File: src/rtl/conv_pkg.sv
// Shared definitions for the 3x3 convolution engine: widths, FSM encoding,
// window/kernel container types, the identity kernel and the output clamp.
package conv_pkg;

    localparam int PIX_W      = 8;
    localparam int COEF_W     = 8;
    localparam int ACC_W      = 21;
    localparam int PROD_W     = PIX_W + 1 + COEF_W;   // unsigned 8 x signed 8
    localparam int N_TAPS     = 9;
    localparam int ROW_TAPS   = 3;
    localparam int PIPE_DEPTH = 3;

    typedef enum logic [1:0] {
        ST_IDLE  = 2'd0,
        ST_RUN   = 2'd1,
        ST_FLUSH = 2'd2
    } state_t;

    // Element k holds tap k (pixelr(k+1) / coef[k]); element 4 is the centre.
    typedef logic [N_TAPS-1:0][PIX_W-1:0]  window_t;
    typedef logic [N_TAPS-1:0][COEF_W-1:0] kernel_t;

    // Identity kernel: centre tap = 1, every other tap = 0.
    localparam kernel_t DEFAULT_KERNEL = kernel_t'({32'h0000_0000, 8'h01, 32'h0000_0000});

    // Saturate a signed accumulator value into the unsigned pixel range.
    function automatic logic [PIX_W-1:0] clamp_pix(input logic signed [ACC_W-1:0] v);
        logic [PIX_W-1:0] r;
        if (v[ACC_W-1]) begin
            r = 8'd0;
        end else if (|v[ACC_W-2:PIX_W]) begin
            r = 8'd255;
        end else begin
            r = v[PIX_W-1:0];
        end
        return r;
    endfunction

endpackage

File: src/rtl/conv3x3_mac.sv
// Three-stage multiply/accumulate datapath: products, row sums, then
// final sum with rounding, arithmetic shift and clamp. A valid bit rides
// alongside the data so gaps in the input show up as gaps at the output.
module conv3x3_mac
    import conv_pkg::*;
#(
    parameter int SHIFT = 4
) (
    input  logic             clk,
    input  logic             rst_n,
    input  logic             in_valid,
    input  window_t          pix,
    input  kernel_t          coef,
    output logic [PIX_W-1:0] pixel_out,
    output logic             out_valid
);

    // Half an output LSB, zero when no shift is applied.
    localparam logic signed [ACC_W-1:0] RND = ACC_W'((2 ** SHIFT) / 2);

    logic signed [PROD_W-1:0] prod_r [N_TAPS];
    logic signed [ACC_W-1:0]  row_r  [ROW_TAPS];
    logic                     v1_r;
    logic                     v2_r;
    logic signed [ACC_W-1:0]  sum_s;
    logic signed [ACC_W-1:0]  rnd_s;
    logic signed [ACC_W-1:0]  shf_s;

    // S1: register the nine pixel x coefficient products.
    always_ff @(posedge clk or negedge rst_n) begin
        if (!rst_n) begin
            v1_r <= 1'b0;
            for (int k = 0; k < N_TAPS; k++) begin
                prod_r[k] <= {PROD_W{1'b0}};
            end
        end else begin
            v1_r <= in_valid;
            for (int k = 0; k < N_TAPS; k++) begin
                prod_r[k] <= PROD_W'($signed({1'b0, pix[k]})) * PROD_W'($signed(coef[k]));
            end
        end
    end

    // S2: register one partial sum per kernel row.
    always_ff @(posedge clk or negedge rst_n) begin
        if (!rst_n) begin
            v2_r <= 1'b0;
            for (int r = 0; r < ROW_TAPS; r++) begin
                row_r[r] <= {ACC_W{1'b0}};
            end
        end else begin
            v2_r <= v1_r;
            for (int r = 0; r < ROW_TAPS; r++) begin
                row_r[r] <= ACC_W'(prod_r[3*r]) + ACC_W'(prod_r[3*r+1]) + ACC_W'(prod_r[3*r+2]);
            end
        end
    end

    // Final sum, round-to-nearest offset and arithmetic normalisation shift.
    always_comb begin
        sum_s = row_r[0] + row_r[1] + row_r[2];
        rnd_s = sum_s + RND;
        shf_s = rnd_s >>> SHIFT;
    end

    // S3: clamp into the pixel range; the output stays 0 whenever not valid.
    always_ff @(posedge clk or negedge rst_n) begin
        if (!rst_n) begin
            out_valid <= 1'b0;
            pixel_out <= 8'd0;
        end else begin
            out_valid <= v2_r;
            if (v2_r) begin
                pixel_out <= clamp_pix(shf_s);
            end else begin
                pixel_out <= 8'd0;
            end
        end
    end

endmodule

File: src/rtl/conv3x3_engine.sv
// 3x3 convolution engine: frame FSM, accepted-window counter and the
// coefficient register file around the conv3x3_mac datapath.
module conv3x3_engine
    import conv_pkg::*;
#(
    parameter int IMG_W = 64,
    parameter int IMG_H = 64,
    parameter int SHIFT = 4
) (
    input  logic                     clk,
    input  logic                     rst_n,
    input  logic                     start,
    input  logic                     win_valid,
    input  logic [PIX_W-1:0]         pixelr1,
    input  logic [PIX_W-1:0]         pixelr2,
    input  logic [PIX_W-1:0]         pixelr3,
    input  logic [PIX_W-1:0]         pixelr4,
    input  logic [PIX_W-1:0]         pixelr5,
    input  logic [PIX_W-1:0]         pixelr6,
    input  logic [PIX_W-1:0]         pixelr7,
    input  logic [PIX_W-1:0]         pixelr8,
    input  logic [PIX_W-1:0]         pixelr9,
    input  logic                     coef_we,
    input  logic [3:0]               coef_addr,
    input  logic signed [COEF_W-1:0] coef_data,
    output logic [PIX_W-1:0]         pixelw,
    output logic                     wr,
    output logic                     busy,
    output logic                     frame_done
);

    localparam int TOTAL = IMG_W * IMG_H;
    localparam int CNT_W = $clog2(TOTAL + 1);

    state_t           state_r;
    state_t           next_state_s;
    logic [CNT_W-1:0] cnt_r;
    logic [1:0]       flush_cnt_r;
    kernel_t          coef_r;
    window_t          pix_s;
    logic             accept_s;
    logic             last_s;
    logic             coef_wr_s;
    logic             busy_s;
    logic             frame_done_s;

    assign pix_s     = {pixelr9, pixelr8, pixelr7, pixelr6, pixelr5,
                        pixelr4, pixelr3, pixelr2, pixelr1};
    assign accept_s  = win_valid && (state_r == ST_RUN);
    assign last_s    = (cnt_r == CNT_W'(TOTAL - 1));
    // The kernel is frozen outside IDLE; out-of-range indices are dropped.
    assign coef_wr_s = coef_we && (state_r == ST_IDLE) && (coef_addr < 4'(N_TAPS));

    // FSM state register.
    always_ff @(posedge clk or negedge rst_n) begin
        if (!rst_n) begin
            state_r <= ST_IDLE;
        end else begin
            state_r <= next_state_s;
        end
    end

    // FSM next-state logic.
    always_comb begin
        next_state_s = state_r;
        case (state_r)
            ST_IDLE: begin
                if (start) begin
                    next_state_s = ST_RUN;
                end else begin
                    next_state_s = ST_IDLE;
                end
            end
            ST_RUN: begin
                if (accept_s && last_s) begin
                    next_state_s = ST_FLUSH;
                end else begin
                    next_state_s = ST_RUN;
                end
            end
            ST_FLUSH: begin
                if (flush_cnt_r == 2'(PIPE_DEPTH - 1)) begin
                    next_state_s = ST_IDLE;
                end else begin
                    next_state_s = ST_FLUSH;
                end
            end
            default: begin
                next_state_s = ST_IDLE;
            end
        endcase
    end

    // FSM outputs, decoded one cycle early so the registered copies line up
    // with the state: frame_done lands on the last FLUSH cycle.
    always_comb begin
        busy_s       = (next_state_s != ST_IDLE);
        frame_done_s = (state_r == ST_FLUSH) && (flush_cnt_r == 2'(PIPE_DEPTH - 2));
    end

    // Registered status outputs.
    always_ff @(posedge clk or negedge rst_n) begin
        if (!rst_n) begin
            busy       <= 1'b0;
            frame_done <= 1'b0;
        end else begin
            busy       <= busy_s;
            frame_done <= frame_done_s;
        end
    end

    // FLUSH dwell counter: counts the cycles needed to drain the pipeline.
    always_ff @(posedge clk or negedge rst_n) begin
        if (!rst_n) begin
            flush_cnt_r <= 2'd0;
        end else if (state_r == ST_FLUSH) begin
            flush_cnt_r <= flush_cnt_r + 2'd1;
        end else begin
            flush_cnt_r <= 2'd0;
        end
    end

    // Accepted-window counter, cleared when a frame starts.
    always_ff @(posedge clk or negedge rst_n) begin
        if (!rst_n) begin
            cnt_r <= {CNT_W{1'b0}};
        end else if ((state_r == ST_IDLE) && start) begin
            cnt_r <= {CNT_W{1'b0}};
        end else if (accept_s) begin
            cnt_r <= cnt_r + CNT_W'(1);
        end else begin
            cnt_r <= cnt_r;
        end
    end

    // Coefficient register file, reset to the identity kernel.
    always_ff @(posedge clk or negedge rst_n) begin
        if (!rst_n) begin
            coef_r <= DEFAULT_KERNEL;
        end else if (coef_wr_s) begin
            coef_r[coef_addr] <= coef_data;
        end else begin
            coef_r <= coef_r;
        end
    end

    conv3x3_mac #(
        .SHIFT (SHIFT)
    ) u_mac (
        .clk       (clk),
        .rst_n     (rst_n),
        .in_valid  (accept_s),
        .pix       (pix_s),
        .coef      (coef_r),
        .pixel_out (pixelw),
        .out_valid (wr)
    );

endmodule
File: config.mk
export PLATFORM = sky130hd
export DESIGN_NAME = conv3x3_engine
export DESIGN_NICKNAME = d
export VERILOG_FILES = /design/src/rtl/conv_pkg.sv /design/src/rtl/conv3x3_mac.sv /design/src/rtl/conv3x3_engine.sv
export SDC_FILE = /design/constraint.sdc
export NUM_CORES = 2
export LEC_CHECK = 0
export CAP_MARGIN = 30
export CORE_AREA = 2 2 260 262
export CTS_CLUSTER_SIZE = 30
export DETAILED_ROUTE_END_ITERATION = 10
export DIE_AREA = 0 0 262 264
export GPL_TIMING_DRIVEN = 0
export PLACE_DENSITY = 0.75
export SLEW_MARGIN = 20
export SYNTH_ARGS = -nofsm -noshare
export SYNTH_HDL_FRONTEND = slang
export SYNTH_HIERARCHICAL = 1
export SYNTH_SLANG_ARGS = --single-unit
File: constraint.sdc
create_clock -name clk -period 6.2 [get_ports clk]
set_input_delay 0.62 -clock clk [delete_from_list [all_inputs] [get_ports clk]]
set_output_delay 0.62 -clock clk [all_outputs]
set_load 0.01 [all_outputs]
Word-level counts from Yosys, hierarchy flattened
Cells that the tools add are included.
Operators by class
  $add $sub $neg: 11
  multiply operators: 9
  magnitude comparators: 3
  equality and inequality tests: 5
  multiplexer cells: 13
  reduce and logical (&&, ||, !) cells: 11
Operators with widths (number)
  $mul A9 B8 Y17: 9
  $bwmux W72: 1
  $add A18 B17 Y19: 3
  $add A17 B17 Y18: 3
  $add A21 B21 Y21: 2
  $demux W8 S4: 1
  $mux W8: 4
  $mux W13: 2
  $add A21 B5 Y21 const B: 1
  $add A13 B1 Y13 const B: 1
  $eq A13 B12 Y1 const B: 1
  $reduce_or A9 Y1: 1
  $logic_and A1 B1 Y1: 7
  $mux W2: 3
  $pmux W2 S3: 1
  $lt A4 B5 Y1 const B: 1
  $eq A2 B1 Y1 const B: 2
  $eq A2 B2 Y1 const B: 2
  $ge A4 B1 Y1 const B: 1
  $lt A4 B4 Y1 const B: 1
  $reduce_bool A2 Y1: 2
  $add A2 B1 Y2 const B: 1
  $logic_not A2 Y1: 1
  $mux W1: 1
Word-level totals
  bits in registers: 318
  input bits: 89
  output and inout port bits: 11
  word-level logic and storage cells: 82

Depth between registers and ports, before layout
  depth in word-level cells: 7
  gate-level depth with buffers: 21

Modules after synthesis
Netlist, hierarchy kept.
Modules (own cells, without submodules)
  conv3x3_mac: times used 1, cells each 2989, area each 29211.8 um2, seq. area each 5530.3 um2
  conv3x3_engine: times used 1, cells each 258, area each 3711.1 um2, seq. area each 2278.4 um2

Worst setup path before layout
Ideal clock, no wire load.
  kind: input-to-reg
  start point: input port pixelr4[3]
  end point: register u_mac/prod_r[101] in the netlist's numbering
  library setup time: 0.125 ns
  data arrival time: 4.475 ns
  slack: 1.600 ns
  stages: 15
  buffers on the path: 0
  cells stage by stage: nand2_1 -> fa_1 -> fa_1 -> fa_1 -> fa_1 -> inv_1 -> ha_1 -> a21oi_1 -> o21ai_1 -> a21o_1 -> a21o_1 -> a21o_1 -> a41o_1 -> o41a_1 -> xnor2_1
On the way
  cells in the longest elaborated chain, start to end: 1
Ends and longest elaborated chain
  start: declaration: RTL line conv3x3_engine.sv:17  | input logic [PIX_W-1:0] pixelr4,
  $mul A9 B8 Y17: RTL line conv3x3_mac.sv:39  | prod_r[k] <= PROD_W'($signed({1'b0, pix[k]})) * PROD_W'($signed(coef[k]));
  end signal: indexed assignment: RTL line conv3x3_mac.sv:34  | prod_r[k] <= {PROD_W{1'b0}};
  end signal: indexed assignment: RTL line conv3x3_mac.sv:39
  end: declaration: RTL line conv3x3_mac.sv:21  | logic signed [PROD_W-1:0] prod_r [N_TAPS];
No other way between the ends.
A chain may end at the register's enable or synchronous reset.

Worst setup path in the final report
  start point: input port pixelr3[3]
  end point: register u_mac/prod_r[118] in the netlist's numbering
On the way
  cells in the longest elaborated chain, start to end: 1
Ends and longest elaborated chain
  start: declaration: RTL line conv3x3_engine.sv:16  | input logic [PIX_W-1:0] pixelr3,
  $mul A9 B8 Y17: RTL line conv3x3_mac.sv:39
No other way between the ends.

==> summary.md <==
| Metric | Value |
|---|---|
| Busiest grt layer | met2 |
| Initial Util | around half |
| Worst VDD drop | 0.161 mV |
| Most Frequent Cell on Critical Path | fa_1 |
| Vias/cell | 5.21 |
| Syn avg cell area | about 10 sq um |
| CTS tree | done |
| Global-route met3 utilization | 2.66% |
| Pleak | 19.5 nW |
| Routed wire length | 70600 microns |
| Vias in the first global route | 23100 |
| Flop pwr share | 42.5% |
| Max_cap viols | 0 |
| Clock power frac | 43.2% |
| Final Hold Viols | 0 |
| Residual DRC | 0 |
| PD cells | 142 nW/um^2 |
| Buf/Inv on CP | 2 |
| Worst-skew pair later-pin latency | between 0.5 and 0.6 ns |
| Seq/Total Area, Yosys | roughly a quarter |
| Critical Path AT | 5.58 ns |
| Routed vias | 22400 |
| Port buffer count | between 90 and 100 |
| DRT iter0 DRCs | 1202 |
| Fin area | approximately 36000 sq um |
| Post-synth top area cell | fa_1 |
| CTS Buf Count | 37 |
| DRT antenna net count | 0 |
| Layout area overhead | 10.6% |
| Placed instance area | 35100 sq um |
| Syn nets | roughly 4200 |
| EDFF count, synth | 0 |
| Fin. max-slew vios | 0 |
| Max transition margin | between 30% and 40% |
| Pint | 3.77 mW |
| Gr ovfl total | 0 |
| Crit-path slowest cell | clkdlybuf4s50_1 |
| Startpoint Class | primary input |
| Sw Share | 27.4% |
| Critical path's top delay family | adder cells |
| Total track usage | 21.3% |
| Status | completed |
| Synth warn | 6 |
| Final Setup Violations | 0 |
| Hold Path Class | reg2reg |
| Crit path max fanout | 8 |
| TritonRoute pass-1 iters | 6 |
| Worst-Margin Slew | 0.980 ns |
| Max incr delay on CP | 0.65 ns |
| Most common cell in the netlist | inv_1 |
| Synthesized instance count | roughly 3200 |
| Core ar. | between 60000 and 70000 sq um |
| IO Pins | 100 |
| Row count | 95 |
| Top post-synthesis cells by count | 611 x inv_1, 477 x ha_1, 405 x fa_1 |
| Maximum root-to-sink buffer count | 3 |
| H-tree level count | 2 |
| Unrepaired setup endpoints after global routing | no |
| Asr flop ratio synth | 100% |
| Mean routed wirelength per cell | 16.5 microns |
| Layout net count | 4363 |
| Initial antenna violation count | 3 |
| Final period util | 83.8% |
| WP data required | 6.58 ns |
| Critical Path End Type | register |
| Share of layout cells above drive strength 1 | under 10% |
| Die W | 262 microns |
| Post-route clock skew | 0.0227 ns |
| Post-DP HPWL | 56200 microns |
| Vert. Die Dim | ~260 microns |
| #FFs+latches synth | 312 |
| Die area | 69200 sq um |
| CTS clk-pin slew, worst paths | about 0.060 ns |
| Global placement routability congestion | 0.859 |
| Met1 Use GR | ~29% |
| Psw | 1.42 mW |
| Count of cell types in the netlist | 70 |
| Power, Total | 5.19 mW |
| CTS Sinks | 312 |
| Routing usage on met2 | a little over a third |
| Mapped Area | 32900 sq um |
| Top FF cell, synth | dfrtp_1 |
| First-pass GRT wire length | 117000 microns |
| Area share of the largest cell type after synthesis | 24.6% |
| Area contributors post-synth | fa_1 25%, dfrtp_1 24%, ha_1 18%, inv_1 7.0%, and2_1 4.6% |
| Fmax | 192 MHz |
| Crit-path cells | clkdlybuf4s50_1, nand2_1, fa_1, fa_1, fa_1, fa_1, inv_1, ha_1, nor2b_1, o21ai_1, a21boi_1, o21ai_1, nand2b_1, a21o_1, a41o_1, o41a_1, xnor2_1 |
| Minimum clock period | 5.20 ns |
| Root buf cell | clkbuf_16 |
| Logic pwr share | 14.2% |
| Largest net degree at the start of global routing | 101 |
| Worst Setup Path Type | in2reg |
-- power by group through the flow --
| stage | registers, mW | clock network (mW) | logic [mW] |
|---|---|---|---|
| 5_1_grt | 2.21 | 2.39 | 0.826 |
| 4_1_cts | 2.21 | 2.30 | 0.741 |
| 3_5_place_dp | 2.24 | 0 | 0.730 |
| 6_report | 2.21 | 2.24 | 0.738 |
| 2_1_floorplan | 2.21 | 0 | 0.414 |
| 3_3_place_gp | 2.24 | 0 | 0.704 |
-- cells in the final DEF, fill, tap and decap left out, types with 6 or more instances in the layout --
cell and n:
clkdlybuf4s50_1 97, clkbuf_8 8, a31oi_1 8, nor2_1 142, xnor2_1 114, o21ai_0 38
o21ai_1 18, o21a_1 12, or3_1 12, a21o_1 27, ha_1 477, and2_1 240
nand3_1 40, nand2_1 339, o2111ai_1 13, a211oi_1 8, mux2i_1 7, nor3_1 29
dfrtp_1 311, a21oi_1 67, a21boi_0 11, clkbuf_16 37, o41a_1 10, fa_1 405
inv_1 611, nand2b_1 69, xor2_1 33, nor2b_1 28, a21boi_1 6, mux2_2 73
-- repair_timing --
item                      4_1_cts  5_1_grt
hold endpoints to repair       33        0
buffers inserted                0        0
hold buffers                    1        0
resized for setup               0        0
-- final cells by class --
type	instances	area (sq um)
Tap cell	873	1090
Multi-Input combinational cell	2316	22800
Inverter	611	2290
Sequential cell	312	7810
Buffer	8	48.8
Clock buffer	48	1050
Fill cell	5700	30200
Clock inverter	17	205
Antenna cell	2	5.00
Timing Repair Buffer	106	1140
-- per-stage QoR --
step	util, %	hold slack (ns)	TNS, ns	std cells	setup WS, ns
6_report	54.7	0.347	0	4293	1.00
5_1_grt	54.7	0.367	0	4293	0.777
4_1_cts	54.7	0.350	0	4291	1.00
3_5_place_dp	52.8	0.336	0	4225	0.432
3_3_place_gp	52.6	0.335	-2775.68	4218	-8.95
2_1_floorplan	-	0.324	0	3247	1.60
-- cells by family (layout without fill, tap and decap cells) --
family                   Yosys count  after routing  share of synthesized area [%]
multiplexers                      80             80                           2.71
AND/OR/NAND/NOR                  942            942                           14.2
flip-flops                       312            312                           23.7
buffers and inverters            619            790                           7.11
XOR/XNOR                         147            147                           3.91
AO/OA/AOI/OAI                    265            265                           5.55
adder cells (fa/ha/maj)          882            882                           42.8
other                              0              2                              0
-- registers in the layout (all words and copies together), names as in the netlist --
| name | cells |
|---|---|
| u_mac/v1_r | 1 |
| u_mac/v2_r | 1 |
| u_mac/row_r | 57 |
| u_mac/prod_r | 153 |
| state_r | 2 |
| frame_done | 1 |
| flush_cnt_r | 2 |
| u_mac/pixel_out | 8 |
| cnt_r | 13 |
| coef_r | 72 |
| u_mac/out_valid | 1 |
| busy | 1 |
-- metal layers --
| metal | wire length [microns] | vias up |
|---|---|---|
| li1 | - | 10600 |
| met1 | 30900 | 11200 |
| met2 | 34100 | 460 |
| met3 | 2860 | 116 |
| met4 | 2710 | 0 |
| met5 | 0 | - |
-- worst paths after layout --
kind	slack (ns)	from	endpoint	cells after the start
max reg2reg	1.10	coef_r[23]$_DFFE_PN0P_	u_mac/prod_r[118]$_DFF_PN0_	17
min	0.35	u_mac/v1_r$_DFF_PN0_	u_mac/v2_r$_DFF_PN0_	0
max in group asynchronous	4.42	rst_n	coef_r[32]$_DFFE_PN1P_	4
min in group asynchronous	0.54	rst_n	coef_r[23]$_DFFE_PN0P_	2
min reg2reg	0.35	u_mac/v1_r$_DFF_PN0_	u_mac/v2_r$_DFF_PN0_	0
max	1.00	pixelr3[3]	u_mac/prod_r[118]$_DFF_PN0_	17
No activity file was read; power rests on OpenSTA's default activity.
